File: src/rtl/sram_port_arbiter_if.sv
// Bus bundle between the fetch/data requesters, the arbiter and the SRAM.
// The arbiter uses the slave view; requesters and the SRAM side use master.
interface sram_port_arbiter_if #(
  parameter int AW = 32,
  parameter int DW = 32
);
  logic          inst_req;
  logic [AW-1:0] inst_addr;
  logic          inst_ack;
  logic          inst_rvalid;
  logic [DW-1:0] inst_rdata;
  logic          data_req;
  logic [3:0]    data_wen;
  logic [AW-1:0] data_addr;
  logic [DW-1:0] data_wdata;
  logic          data_ack;
  logic          data_rvalid;
  logic [DW-1:0] data_rdata;
  logic          sram_en;
  logic [3:0]    sram_wen;
  logic [AW-1:0] sram_addr;
  logic [DW-1:0] sram_wdata;
  logic [DW-1:0] sram_rdata;

  modport slave (
    input  inst_req, inst_addr,
    input  data_req, data_wen, data_addr, data_wdata,
    input  sram_rdata,
    output inst_ack, inst_rvalid, inst_rdata,
    output data_ack, data_rvalid, data_rdata,
    output sram_en, sram_wen, sram_addr, sram_wdata
  );

  modport master (
    output inst_req, inst_addr,
    output data_req, data_wen, data_addr, data_wdata,
    output sram_rdata,
    input  inst_ack, inst_rvalid, inst_rdata,
    input  data_ack, data_rvalid, data_rdata,
    input  sram_en, sram_wen, sram_addr, sram_wdata
  );
endinterface

File: src/rtl/sram_port_arbiter.sv
// Single-port SRAM arbiter: data has priority, fetch gets a forced grant
// after STARVE_LIMIT consecutive denied cycles.
module sram_port_arbiter #(
  parameter int AW           = 32,
  parameter int DW           = 32,
  parameter int STARVE_LIMIT = 4
) (
  input  logic clk,
  input  logic resetn,
  sram_port_arbiter_if.slave bus
);

  localparam int CW = $clog2(STARVE_LIMIT + 1);
  localparam logic [CW-1:0] CNT_MAX  = CW'(STARVE_LIMIT);
  localparam logic [CW-1:0] CNT_LAST = CW'(STARVE_LIMIT - 1);

  typedef enum logic {
    PRI_DATA,
    PRI_INST
  } pri_e;

  typedef enum logic [1:0] {
    OWN_NONE,
    OWN_INST,
    OWN_DATA
  } own_e;

  pri_e          state;
  own_e          resp_owner;
  logic [CW-1:0] starve_cnt;
  logic          inst_gnt;
  logic          data_gnt;
  logic          inst_denied;
  logic          data_read;

  // Grants are combinational; nothing is granted while reset is held.
  always_comb begin
    inst_gnt = 1'b0;
    data_gnt = 1'b0;
    if (resetn) begin
      priority case (1'b1)
        (state == PRI_INST) && bus.inst_req: inst_gnt = 1'b1;
        bus.data_req:                        data_gnt = 1'b1;
        bus.inst_req:                        inst_gnt = 1'b1;
        default: ;
      endcase
    end
  end

  assign inst_denied = bus.inst_req && !inst_gnt;
  assign data_read   = data_gnt && (bus.data_wen == 4'b0000);

  always_comb begin
    bus.sram_en    = inst_gnt || data_gnt;
    bus.sram_wen   = 4'b0000;
    bus.sram_addr  = '0;
    bus.sram_wdata = '0;
    priority case (1'b1)
      data_gnt: begin
        bus.sram_wen   = bus.data_wen;
        bus.sram_addr  = bus.data_addr;
        bus.sram_wdata = bus.data_wdata;
      end
      inst_gnt: bus.sram_addr = bus.inst_addr;
      default: ;
    endcase
  end

  assign bus.inst_ack    = inst_gnt;
  assign bus.data_ack    = data_gnt;
  assign bus.inst_rvalid = (resp_owner == OWN_INST);
  assign bus.data_rvalid = (resp_owner == OWN_DATA);
  assign bus.inst_rdata  = bus.inst_rvalid ? bus.sram_rdata : '0;
  assign bus.data_rdata  = bus.data_rvalid ? bus.sram_rdata : '0;

  always_ff @(posedge clk or negedge resetn) begin
    if (!resetn) begin
      state      <= PRI_DATA;
      starve_cnt <= '0;
      resp_owner <= OWN_NONE;
    end else begin
      if (inst_denied) begin
        if (starve_cnt != CNT_MAX) starve_cnt <= starve_cnt + 1'b1;
      end else begin
        starve_cnt <= '0;
      end

      unique case (state)
        PRI_DATA: if (inst_denied && starve_cnt == CNT_LAST) state <= PRI_INST;
        PRI_INST: if (inst_gnt) state <= PRI_DATA;
        default:  state <= PRI_DATA;
      endcase

      priority case (1'b1)
        inst_gnt:  resp_owner <= OWN_INST;
        data_read: resp_owner <= OWN_DATA;
        default:   resp_owner <= OWN_NONE;
      endcase
    end
  end

endmodule
File: src/flat_wrapper.sv
// flat-port wrapper written by rule: the top's interface ports become plain ports
module sram_port_arbiter_flat 
#(
  parameter int AW           = 32,
  parameter int DW           = 32,
  parameter int STARVE_LIMIT = 4
)
  (clk, resetn, bus_inst_req, bus_inst_addr, bus_data_req, bus_data_wen, bus_data_addr, bus_data_wdata, bus_sram_rdata, bus_inst_ack, bus_inst_rvalid, bus_inst_rdata, bus_data_ack, bus_data_rvalid, bus_data_rdata, bus_sram_en, bus_sram_wen, bus_sram_addr, bus_sram_wdata);
  sram_port_arbiter_if #(.AW(AW), .DW(DW)) bus_i ();
  input  logic clk;
  input  logic resetn;
  input wire logic [$bits(bus_i.inst_req)-1:0] bus_inst_req;
  input wire logic [$bits(bus_i.inst_addr)-1:0] bus_inst_addr;
  input wire logic [$bits(bus_i.data_req)-1:0] bus_data_req;
  input wire logic [$bits(bus_i.data_wen)-1:0] bus_data_wen;
  input wire logic [$bits(bus_i.data_addr)-1:0] bus_data_addr;
  input wire logic [$bits(bus_i.data_wdata)-1:0] bus_data_wdata;
  input wire logic [$bits(bus_i.sram_rdata)-1:0] bus_sram_rdata;
  output wire logic [$bits(bus_i.inst_ack)-1:0] bus_inst_ack;
  output wire logic [$bits(bus_i.inst_rvalid)-1:0] bus_inst_rvalid;
  output wire logic [$bits(bus_i.inst_rdata)-1:0] bus_inst_rdata;
  output wire logic [$bits(bus_i.data_ack)-1:0] bus_data_ack;
  output wire logic [$bits(bus_i.data_rvalid)-1:0] bus_data_rvalid;
  output wire logic [$bits(bus_i.data_rdata)-1:0] bus_data_rdata;
  output wire logic [$bits(bus_i.sram_en)-1:0] bus_sram_en;
  output wire logic [$bits(bus_i.sram_wen)-1:0] bus_sram_wen;
  output wire logic [$bits(bus_i.sram_addr)-1:0] bus_sram_addr;
  output wire logic [$bits(bus_i.sram_wdata)-1:0] bus_sram_wdata;
  assign bus_i.inst_req = bus_inst_req;
  assign bus_i.inst_addr = bus_inst_addr;
  assign bus_i.data_req = bus_data_req;
  assign bus_i.data_wen = bus_data_wen;
  assign bus_i.data_addr = bus_data_addr;
  assign bus_i.data_wdata = bus_data_wdata;
  assign bus_i.sram_rdata = bus_sram_rdata;
  assign bus_inst_ack = bus_i.inst_ack;
  assign bus_inst_rvalid = bus_i.inst_rvalid;
  assign bus_inst_rdata = bus_i.inst_rdata;
  assign bus_data_ack = bus_i.data_ack;
  assign bus_data_rvalid = bus_i.data_rvalid;
  assign bus_data_rdata = bus_i.data_rdata;
  assign bus_sram_en = bus_i.sram_en;
  assign bus_sram_wen = bus_i.sram_wen;
  assign bus_sram_addr = bus_i.sram_addr;
  assign bus_sram_wdata = bus_i.sram_wdata;
  sram_port_arbiter #(.AW(AW), .DW(DW), .STARVE_LIMIT(STARVE_LIMIT)) u_core (.clk(clk), .resetn(resetn), .bus(bus_i));
endmodule
File: config.mk
export PLATFORM = sky130hd
export DESIGN_NAME = sram_port_arbiter_flat
export DESIGN_NICKNAME = d
export VERILOG_FILES = /design/src/rtl/sram_port_arbiter_if.sv /design/src/rtl/sram_port_arbiter.sv /design/src/flat_wrapper.sv
export SDC_FILE = /design/constraint.sdc
export NUM_CORES = 1
export LEC_CHECK = 0
export ABC_AREA = 1
export ABC_CLOCK_PERIOD_IN_PS = 1410
export CAP_MARGIN = 20
export CORE_AREA = 3 3 106 108
export DETAILED_ROUTE_END_ITERATION = 10
export DIE_AREA = 0 0 109 111
export PLACE_DENSITY = 0.61
export REMOVE_ABC_BUFFERS = 1
export SLEW_MARGIN = 5
export SYNTH_ARGS = -nofsm -noshare
export SYNTH_HDL_FRONTEND = slang
export SYNTH_SLANG_ARGS = --single-unit
File: constraint.sdc
create_clock -name clk -period 1.41 [get_ports clk]
set_clock_uncertainty 0.05 [all_clocks]
set_input_delay 0.2115 -clock clk [delete_from_list [all_inputs] [get_ports clk]]
set_output_delay 0.2115 -clock clk [all_outputs]
set_load 0.01 [all_outputs]
* After elaboration in Yosys (flattened, before gate mapping)
Index checks and enable logic that the tools add are counted.
** Storage, ports and cells
- Logic and storage cells :: 37
- Memory bits (read-only) :: 0
- Register bits after elaboration :: 6
- Latch bits :: 0
- Memories :: 0
- Input port bits :: 136
- Memory bits (writable) :: 0
- Output and inout port bits :: 137
** Operators by class
- Mux-type cells :: 20
- Magnitude comparators :: 0
- Bitwise operators :: 1
- Equality and inequality tests :: 5
- Shift-type cells :: 0
- Reductions and logical operators :: 7
- Divide/modulo/power cells :: 0
- Add/sub/neg operators :: 1
- $mul :: 0
** Operators with widths (number)
- $mux 32 :: 5
- $mux 1 :: 9
- $mux 3 :: 2
- $logic_and 1x1->1 :: 4
- $logic_not 4->1 :: 1
- $mux 2 :: 2
- $mux 4 :: 1
- $add 3x1->3 const B :: 1
- $eq 3x2->1 const B :: 1
- $ne 3x3->1 const B :: 1
- $eq 2x1->1 const B :: 1
- $eq 2x2->1 const B :: 1
- $ne 2x2->1 const B :: 1
- $pmux 1 s2 :: 1
- $logic_not 1->1 :: 1
- $logic_or 1x1->1 :: 1
- $not 1->1 :: 1

* Longest topological paths before layout
- Depth in word-level cells :: 9
- Gate-level depth with buffers :: 7
- Mapped depth without buffers :: 7

* Worst setup path before layout
Ideal clock, no wire load.
- Kind :: register to output
- From :: register u_core.state
- To :: output port bus_sram_wdata[25]
- Setup slack :: 0.037 ns
- Required time :: 1.148 ns
- Stages on the path, launching flop included :: 6
- Arrival :: 1.112 ns
- Buffers on the path :: 2
- Cell sequence :: dfrtp_1 > a21oi_4 > inv_2 > buf_2 > buf_6 > nor2_1
** On the way
- Cells in the longest elaborated chain, start to end :: 4
** Ends and longest elaborated chain
- start, declared :: RTL line sram_port_arbiter.sv:28 : pri_e state;
- start signal, assigned :: RTL line sram_port_arbiter.sv:78 : state <= PRI_DATA;
- start signal, assigned :: RTL line sram_port_arbiter.sv:89 : PRI_DATA: if (inst_denied && starve_cnt == CNT_LAST) state <= PRI_INST;
- start signal, assigned :: RTL line sram_port_arbiter.sv:90 : PRI_INST: if (inst_gnt) state <= PRI_DATA;
- $logic_and 1x1->1 :: RTL line sram_port_arbiter.sv:42 : (state == PRI_INST) && bus.inst_req: inst_gnt = 1'b1;
- $mux 1 :: RTL line sram_port_arbiter.sv:41 : priority case (1'b1)
- $mux 1 :: RTL line sram_port_arbiter.sv:40 : if (resetn) begin
- $mux 32 :: RTL line sram_port_arbiter.sv:58 : priority case (1'b1)
- end, declared :: RTL line flat_wrapper.sv:28 : output wire logic [$bits(bus_i.sram_wdata)-1:0] bus_sram_wdata;
Every way passes these cells.

* Worst setup path after layout
- From :: register u_core.state
- To :: output port bus_sram_wdata[10]
Same word-level chain as after synthesis.

==> results.sh <==
export IMPL_cts_root_buf="clkbuf_8"
export IMPL_relSlewSlack_pct=86.9
export IMPL_syn_inst=328
export IMPL_vias_per_cell=4.02
export IMPL_start_util_pct=14.1
export IMPL_clkSlewWorstSetupHoldPaths_ns=0.04
export IMPL_synth_common_cells="111 x nand2_1, 105 x nor2_1, 79 x inv_1"
export IMPL_via_count=3077
export IMPL_cellPowerDensity_nw_per_um2=352
export IMPL_post_route_min_period_ns=1.75
export IMPL_dp_cells=734
export IMPL_cap_violations=0
export IMPL_ys_ff_latch=6
export IMPL_io_buffers=272
export IMPL_antennaDiodeCount=0
export IMPL_yosysTopAreaCell="nand2_1"
export IMPL_utilization_pct=53.9
export IMPL_core_um2=10300
export IMPL_whs_ns=0.0741
export IMPL_grt_pass1_wl_mm=15.1
export IMPL_drc=0
export IMPL_h_tree_depth=1
export IMPL_syn_area_per_cell_um2=4.42
export IMPL_seq_area_frac_synth_pct=10.3
export IMPL_hp_class="input port to async pin"
export IMPL_maxSlewViolCount=0
export IMPL_grt_pass1_vias=3011
export IMPL_worstPathArrival_ns=1.48
export IMPL_ys_types=13
export IMPL_synth_top_area_share_pct=28.7
export IMPL_cts_tree="built"
export IMPL_grt_overflow=0
export IMPL_ys_flop_type="dfrtp_1"
export IMPL_setup_ws_ns=-0.336
export IMPL_n_fill_cell=932
export IMPL_status="finished, violations left"
export IMPL_hold_viol_final=0
export IMPL_fin_cells=765
export IMPL_insertion_delay_ns=0.22
export IMPL_cts_buffer_depth=2
export IMPL_layout_drive_gt1_share_pct=46.7
export IMPL_ys_top_cells_by_area="nand2_1 29%, nor2_1 27%, inv_1 20%"
export IMPL_synth_enable_flop_cells=0
export IMPL_worst_ep_required_time_ns=1.15
export IMPL_gp_congestion=0.884
export IMPL_first_iter_violations=124
export IMPL_tightest_slew_ns=0.197
export IMPL_path_max_fanout=7
export IMPL_post_drt_wl_per_cell_um=14.6
export IMPL_p_total_uw=1960
export IMPL_fin_crit_sh_pct=124
export IMPL_yosys_cell_count_top_type="nand2_1"
export IMPL_grt_max_degree=34
export IMPL_p_leak_uw=0.00285
export IMPL_numClockSinks=6
export IMPL_grt_antenna_before_repair=0
export IMPL_first_pass_iters=5
export IMPL_numCtsBuffers=3
export IMPL_die_h_um=111
export IMPL_failed_checks="negative setup slack"
export IMPL_dpl_hpwl_mm=7.60
export IMPL_track_usage_pct=15.6
export IMPL_finalNetCount=770
export IMPL_setup_violations=127
export IMPL_critPathKind="flip-flop to output pin"
export IMPL_wl_mm=11.2
export IMPL_ir_drop_v=0.000179
export IMPL_syn_area_um2=1450
export IMPL_end_kind="output pin"
export IMPL_yosysWarnings=0
export IMPL_rsz0062_at_grt="yes"
export IMPL_num_io_pins=273
export IMPL_ant_nets=0
export IMPL_max_freq_mhz=573
export IMPL_syn2layout_area_growth_pct=284
export IMPL_cp_start_kind="flip-flop"
export IMPL_die_w_um=109
export IMPL_die_area_um2=12100
export IMPL_async_flop_share_pct=100
export IMPL_core_rowCount=37
## worst paths after layout
| kind | endpoint | slack [ns] | startpoint | cells past startpoint |
|---|---|---|---|---|
| setup / recovery | bus_sram_wdata[10] | -0.34 | u_core.state | 7 |
| hold / removal | u_core.starve_cnt[2] | 0.07 | resetn | 2 |
| setup reg to reg | u_core.resp_owner[1] | 0.15 | u_core.state | 6 |
| hold reg to reg | u_core.starve_cnt[0] | 0.55 | u_core.starve_cnt[0] | 3 |
| max in group asynchronous | u_core.state | 0.71 | resetn | 2 |
| min in group clk | u_core.state | 0.47 | resetn | 4 |
## cells by family after synthesis
logic type	count (synthesis)	share of synthesized area (%)
AOI/OAI and AO/OA	1	1.12
adders and majority gates	3	2.59
buffers and inverters	98	28.5
DFF	6	10.3
and+or+nand+nor	220	57.4
## routing by layer
layer,vias up,track usage (%),share of wire (%)
met5,-,0,0
met4,0,3.70,2.0
met3,16,3.96,10
met2,184,31.6,56
met1,1366,15.1,32
li1,1511,-,-
## placed cells by master, fill, tap and decap left out, types with 2 or more instances in the layout
master / netlist / layout
clkbuf_8: 0 / 3
clkbuf_16: 0 / 4
nor2_1: 105 / 19
nor2_4: 0 / 74
nand3_1: 2 / 2
nor2_2: 0 / 12
dlygate4sd2_1: 0 / 3
buf_12: 0 / 8
clkdlybuf4s50_1: 0 / 132
nand2_1: 111 / 92
nand2_4: 0 / 3
buf_4: 0 / 9
ha_1: 3 / 3
buf_2: 7 / 53
nand2_2: 0 / 15
buf_16: 0 / 12
dfrtp_1: 6 / 5
inv_1: 79 / 77
buf_6: 5 / 93
## flip-flops by register name, summed over array words and instances (netlist names)
signal,cells
u_core.starve_cnt,3
u_core.resp_owner,2
u_core.state,1
## power breakdown
part           internal (uW)  switching, uW  total (uW)  leakage [uW]
clock                    184           75.2         259     0.0000216
combinational            857            638        1490       0.00275
sequential               191           18.3         209     0.0000792
total                   1230            731        1960       0.00285
## metrics by stage
step	setup TNS, ns	setup slack [ns]	cell area (um^2)
2_1_floorplan	-15.26	-0.397	1340
3_3_place_gp	-71.79	-0.816	4420
3_5_place_dp	-74.11	-0.821	4420
4_1_cts	-25.68	-0.321	4520
5_1_grt	-36.66	-0.392	5570
6_report	-27.95	-0.336	5570
## repair_timing
action                     4_1_cts  5_1_grt
hold endpoints to repair         1        0
pin swaps                        9        7
gates cloned                    13        5
setup endpoints to repair      137      137
setup buffers                    9        4
gates resized for setup        629      229
hold buffers                     1        0
## critical path, cell delays in order, from the launching register on
cell     delay (ns)
dfrtp_1        0.40
a21oi_4        0.21
buf_6          0.13
buf_6          0.11
inv_12         0.06
buf_16         0.14
nor2_1         0.08
buf_2          0.13
## layout make-up
type / count / area, um^2 / share of cell area [%]
repair buffers: 315 / 3330 / 59.8
multi-input cells: 224 / 1550 / 27.9
inverters: 81 / 327 / 5.86
well taps: 136 / 170 / 3.06
flip-flops and latches: 6 / 151 / 2.72
clock buffers: 3 / 41.3 / 0.741
Note: power is estimated with default switching activity, not from simulation.
